===== config.mk =====
export PLATFORM = sky130hd
export DESIGN_NAME = rst_seq
export DESIGN_NICKNAME = d
export VERILOG_FILES = /design/src/rtl/rst_seq_pkg.sv /design/src/rtl/rst_seq_sync_2ff.sv /design/src/rtl/rst_seq.sv
export SDC_FILE = /design/constraint.sdc
export NUM_CORES = 1
export LEC_CHECK = 0
export CORE_UTILIZATION = 40
export DETAILED_ROUTE_END_ITERATION = 8
export PLACE_DENSITY = 0.66
export RECOVER_POWER = 25
export SYNTH_ARGS = -nofsm -noshare
export SYNTH_HDL_FRONTEND = slang
export SYNTH_HIERARCHICAL = 1
export SYNTH_SLANG_ARGS = --single-unit

===== constraint.sdc =====
create_clock -name clk -period 2.28 [get_ports clk]
set_input_delay 0.456 -clock clk [delete_from_list [all_inputs] [get_ports clk]]
set_output_delay 0.456 -clock clk [all_outputs]
set_load 0.005 [all_outputs]

===== src/rtl/rst_seq_pkg.sv =====
// rst_seq_pkg: shared types and constants for the reset sequencer.
//   state_t       - sequencer state encoding
//   LOSS_CNT_W    - width of the lock-loss event counter
//   LOSS_CNT_MAX  - saturation value of the lock-loss event counter
//   max_int       - helper used to size the shared cycle counter
package rst_seq_pkg;

  typedef enum logic [1:0] {
    WAIT_LOCK = 2'd0,
    STABLE    = 2'd1,
    PERIPH    = 2'd2,
    RUN       = 2'd3
  } state_t;

  localparam int LOSS_CNT_W = 8;
  localparam logic [LOSS_CNT_W-1:0] LOSS_CNT_MAX = '1;

  function automatic int max_int(input int a, input int b);
    return (a > b) ? a : b;
  endfunction

endpackage


===== src/rtl/rst_seq_sync_2ff.sv =====
// sync_2ff: two-flop synchronizer for a single asynchronous input.
// Ports:
//   clk  - destination clock
//   rst  - asynchronous active-high reset, clears both flops to 0
//   d    - asynchronous input
//   q    - synchronized output (two clk edges of latency)
module sync_2ff (
  input  logic clk,
  input  logic rst,
  input  logic d,
  output logic q
);

  logic meta;

  always_ff @(posedge clk or posedge rst) begin
    if (rst) begin
      meta <= 1'b0;
      q    <= 1'b0;
    end else begin
      meta <= d;
      q    <= meta;
    end
  end

endmodule


===== src/rtl/rst_seq.sv =====
// rst_seq: staged reset sequencer for the 100 MHz domain. Waits for a stable
// MMCM lock, releases peripheral reset, then CPU reset. Loss of lock or a
// (debounced) button press restarts the whole sequence.
// Optional feature: define RST_SEQ_BTN_DEBOUNCE_EN to compile in the
// pushbutton synchronizer and debouncer; otherwise btn_rst is ignored.
// Ports:
//   clk           - 100 MHz system clock
//   rst           - asynchronous active-high external reset
//   locked        - MMCM lock status (asynchronous)
//   btn_rst       - raw pushbutton, active-high (asynchronous, bouncing)
//   periph_rst    - active-high peripheral reset (registered)
//   cpu_rst       - active-high CPU reset (registered)
//   ready         - high once both resets are released
//   lock_loss_cnt - saturating count of lock-loss aborts
//
// state     | meaning
// WAIT_LOCK | both resets held, waiting for lock and no button
// STABLE    | lock seen, counting LOCK_STABLE_CYCLES of continuous lock
// PERIPH    | peripheral reset released, counting PERIPH_HOLD_CYCLES
// RUN       | all resets released
module rst_seq
  import rst_seq_pkg::*;
#(
  parameter int LOCK_STABLE_CYCLES = 1024,
  parameter int PERIPH_HOLD_CYCLES = 16,
  parameter int DEBOUNCE_CYCLES    = 1000000
) (
  input  logic                  clk,
  input  logic                  rst,
  input  logic                  locked,
  input  logic                  btn_rst,
  output logic                  periph_rst,
  output logic                  cpu_rst,
  output logic                  ready,
  output logic [LOSS_CNT_W-1:0] lock_loss_cnt
);

`ifdef RST_SEQ_BTN_DEBOUNCE_EN
  localparam int CNT_MAX = max_int(max_int(LOCK_STABLE_CYCLES, PERIPH_HOLD_CYCLES), DEBOUNCE_CYCLES);
`else
  localparam int CNT_MAX = max_int(LOCK_STABLE_CYCLES, PERIPH_HOLD_CYCLES);
`endif
  localparam int CNT_W = $clog2(CNT_MAX + 1);
  localparam logic [CNT_W-1:0] LOCK_LAST = CNT_W'(LOCK_STABLE_CYCLES - 1);
  localparam logic [CNT_W-1:0] HOLD_LAST = CNT_W'(PERIPH_HOLD_CYCLES - 1);

  logic locked_s;
  logic btn_db;

  sync_2ff u_sync_locked (
    .clk (clk),
    .rst (rst),
    .d   (locked),
    .q   (locked_s)
  );

`ifdef RST_SEQ_BTN_DEBOUNCE_EN
  localparam logic [CNT_W-1:0] DB_LAST = CNT_W'(DEBOUNCE_CYCLES - 1);

  logic             btn_s;
  logic [CNT_W-1:0] db_cnt;

  sync_2ff u_sync_btn (
    .clk (clk),
    .rst (rst),
    .d   (btn_rst),
    .q   (btn_s)
  );

  // Debounced level flips only after DEBOUNCE_CYCLES consecutive samples
  // that disagree with it; any agreeing sample restarts the run.
  always_ff @(posedge clk or posedge rst) begin
    if (rst) begin
      db_cnt <= '0;
      btn_db <= 1'b0;
    end else if (btn_s == btn_db) begin
      db_cnt <= '0;
    end else if (db_cnt == DB_LAST) begin
      db_cnt <= '0;
      btn_db <= btn_s;
    end else begin
      db_cnt <= db_cnt + 1'b1;
    end
  end
`else
  logic [31:0] unused_cfg;
  assign unused_cfg = DEBOUNCE_CYCLES ^ {31'd0, btn_rst};
  assign btn_db     = 1'b0;
`endif

  state_t           state, state_next;
  logic [CNT_W-1:0] cnt, cnt_next;
  logic             loss_inc;

  always_comb begin
    state_next = state;
    cnt_next   = cnt;
    loss_inc   = 1'b0;
    if (state == WAIT_LOCK) begin
      cnt_next = '0;
      if (locked_s && !btn_db) state_next = STABLE;
    end else if (!locked_s || btn_db) begin
      // Abort wins over count completion on the same edge.
      state_next = WAIT_LOCK;
      cnt_next   = '0;
      loss_inc   = !locked_s;
    end else begin
      case (state)
        STABLE: begin
          if (cnt == LOCK_LAST) begin
            state_next = PERIPH;
            cnt_next   = '0;
          end else begin
            cnt_next = cnt + 1'b1;
          end
        end
        PERIPH: begin
          if (cnt == HOLD_LAST) begin
            state_next = RUN;
            cnt_next   = '0;
          end else begin
            cnt_next = cnt + 1'b1;
          end
        end
        default: ;
      endcase
    end
  end

  // Outputs are decoded from the next state so they change on the same
  // edge as the state register, with no combinational path to the pins.
  always_ff @(posedge clk or posedge rst) begin
    if (rst) begin
      state         <= WAIT_LOCK;
      cnt           <= '0;
      periph_rst    <= 1'b1;
      cpu_rst       <= 1'b1;
      ready         <= 1'b0;
      lock_loss_cnt <= '0;
    end else begin
      state      <= state_next;
      cnt        <= cnt_next;
      periph_rst <= !(state_next == PERIPH || state_next == RUN);
      cpu_rst    <= (state_next != RUN);
      ready      <= (state_next == RUN);
      if (loss_inc && lock_loss_cnt != LOSS_CNT_MAX)
        lock_loss_cnt <= lock_loss_cnt + 1'b1;
    end
  end

endmodule


==> run_results.csv <==
group,metric,value,unit
sta,min_period_over_period,89.3,%
synthesis,yosys_warnings,6,
die,initial_core_util,42.2,%
clock_tree,cts.sinks,26,
sta,setup_violations,0,
synthesis,synthMuxAreaShare,0.788,%
clock_tree,htree_levels,1,
sta,hold_violations,0,
synthesis,synthSimpleGateAreaFrac,29.8,%
synthesis,synthXorXnorAreaFrac,4.90,%
synthesis,avgSynthCellArea,9.79,sq um
clock_tree,clk_latency,0.33,ns
critical_path,crit_chain,"ha_1 > nand3_4 > nor4_4 > or4b_4 > a211o_1",
sta,slew_headroom,42.7,%
die,io_pins,15,
synthesis,synth_top_family_by_area,"simple AND/OR/NAND/NOR gates",
clock_tree,cts_max_path_buffers,2,
drt,dr.pass1.iters,4,
die,fp.coreArea,3390,sq um
min_path,hold_path_class,"reg2reg",
synthesis,synthTopCellsByCount,"dfrtp_1 (24), nand3_1 (14), nand2_1 (12)",
synthesis,ys_ff_latch,26,
critical_path,crit_type,"reg2reg",
critical_path,cp.arrival,2.31,ns
final_layout,seq_area,653,sq um
placement,port_buffers,13,
clock_tree,cts_buffers,3,
synthesis,synth.most_common_cell,"dfrtp_1",
critical_path,crit_fanout,7,
synthesis,synth_edf_count,0,
clock_tree,clockRootBuffer,"clkbuf_4",
power_and_ir_drop,switching_share,33.6,%
drt,ant_nets,0,
sta,finClkSkew,0.00631,ns
drt,avgRoutedWirePerCell,14.2,um
final_layout,final_cell_area,1690,sq um
power_and_ir_drop,power.leakage,0.000721,uW
synthesis,synthCells,146,
drt,drc,0,
sta,tightest_slew,0.860,ns
clock_tree,cts_hold_repair.buffers,0,
sta,setup_tns,0,ns
power_and_ir_drop,intPower,932,uW
synthesis,ys.flop_type,"dfrtp_1",
clock_tree,path_clk_slew,0.14,ns
synthesis,synth_fp_nets,155,
die,dieArea,3810,sq um
sta,slew_violations,0,
final_layout,drive_above_1_share,11.5,%
power_and_ir_drop,clkPwrFrac,23.2,%
clock_tree,cts_tree,"yes",
grt,grt_first_pass_wirelength,4870,um
final_layout,multiInputGateArea,729,sq um
sta,clock.fmax,0.491,GHz
critical_path,end_kind,"flop",
clock_tree,cts_resized,0,
synthesis,ys_types,44,
sta,period_minus_slack,2.04,ns
drt,via_count,1169,
drt,totalWireLength,3000,um
synthesis,synth.area.top_cells,"dfrtp_1 (42%), nand3_1 (4.9%), ha_1 (4.4%)",
synthesis,syn_area,1430,sq um
synthesis,yosys.area.top_type_share,42.0,%
synthesis,synth-compound-area-share,11.2,%
power_and_ir_drop,combinationalPowerShare,33.3,%
synthesis,yosys.area_share.adder,4.38,%
run_status,status,"finished, final reports clean",
final_layout,diodes,0,
placement,gp_congestion,0.871,
placement,dpl_cell_area,1650,sq um
drt,avgViaCountPerCell,5.54,
die,die_x,61.8,um
placement,place_hpwl,2230,um
power_and_ir_drop,ir_drop,631,uV
synthesis,synth_top_cell_by_area,"dfrtp_1",
clock_tree,cts_setup_buffers,0,
grt,grt_max_degree,17,
grt,grt_util_all_layers,17.3,%
power_and_ir_drop,seq_power_share,43.5,%
power_and_ir_drop,p_sw,473,uW
critical_path,max_stage_delay,0.52,ns
final_layout,syn2layout_area_growth,18.6,%
drt,drtIter0Drc,99,
power_and_ir_drop,power.density,829,nW/um^2
final_layout,fin_nets,175,
final_layout,nFillCells,314,
sta,rsz0062_at_grt,"no",
grt,grt-ovfl-total,0,
critical_path,required,2.56,ns
critical_path,start_kind,"flop",
grt,grt_antenna_before_repair,0,
die,rows,21,
synthesis,async_reset_ff_share,100,%
grt,first_global_vias,1044,
flow_run,maxCapViolations,0,
synthesis,seq_area_frac_synth,45.7,%
critical_path,crit_path_top_delay_cell,"or4b_4",
die,dieHeight,61.8,um
## layout make-up
type	instances	share of cell area [%]
timing repair buffer	19	10.1
clock inverter	1	1.77
sequential	26	38.6
inverter	8	1.77
tap	46	3.40
clock buffer	3	1.33
multi-input combinational	108	43.1
## critical path, delay by kind of cell, from the launching register on
family | cells | cell delay, ns
adder cells (fa/ha/maj) | 1 | 0.25
AND/OR/NAND/NOR | 3 | 0.99
flip-flops | 1 | 0.43
AO/OA/AOI/OAI | 1 | 0.31
## layout by cell type (no fill, tap or decap), types with 7 or more instances in the layout
cell	netlist	routed
clkdlybuf4s50_1	0	11
dfrtp_1	24	24
inv_1	8	8
nand2_1	12	12
nand3_1	14	14
nand4_1	8	8
nor2_1	9	9
xor2_1	7	7
## final timing paths
kind                                          from            endpoint  slack, ns  cells after the start
min in group asynchronous                      rst  u_sync_locked/meta       0.41                      2
worst max register to register              cnt[0]             cpu_rst       0.24                      5
worst min register to register  u_sync_locked/meta     u_sync_locked/q       0.37                      0
worst max-delay path                        cnt[0]             cpu_rst       0.24                      5
max in group asynchronous                      rst              cnt[0]       0.70                      3
worst min-delay path            u_sync_locked/meta     u_sync_locked/q       0.37                      0
## metal layers
| layer | vias to the layer above | global-route usage (%) | share of wire (%) |
|---|---|---|---|
| li1 | 574 | - | - |
| met1 | 572 | 23.1 | 46 |
| met2 | 21 | 29.0 | 49 |
| met3 | 2 | 3.73 | 3.6 |
| met4 | 0 | 3.81 | 0.67 |
| met5 | - | 0 | 0 |
## power by group through the flow
| stage | combinational (uW) | sequential (uW) | clock [uW] |
|---|---|---|---|
| after floorplan | 264 | 607 | 0 |
| after global placement | 460 | 616 | 0 |
| after detailed placement | 471 | 617 | 0 |
| after CTS | 474 | 611 | 329 |
| after global routing | 521 | 625 | 346 |
| final | 468 | 610 | 326 |
## cell families after synthesis
group           Yosys count
compound gates           23
xor+xnor                  8
fa+ha+maj                 5
buf+inv                  12
flops                    26
mux                       1
simple gates             71
## stage by stage
stage / setup WS (ns) / cells / hold slack, ns / utilization, % / power [uW]
finish: 0.243 / 211 / 0.371 / 50.0 / 1400
CTS: 0.223 / 211 / 0.271 / 50.1 / 1410
global route: 0.111 / 211 / 0.388 / 50.0 / 1490
detailed placement: 0.246 / 207 / 0.340 / 48.5 / 1090
global placement: 0.299 / 207 / 0.337 / 48.5 / 1080
floorplan: 0.284 / 146 / 0.197 / - / 871
## sequential cells by signal (all words and copies together) (netlist names)
signal / count
state: 2
ready: 1
u_sync_locked/meta: 1
cnt: 11
u_sync_locked/q: 1
lock_loss_cnt: 8
periph_rst: 1
cpu_rst: 1
Power figures use the tool's default switching activity.
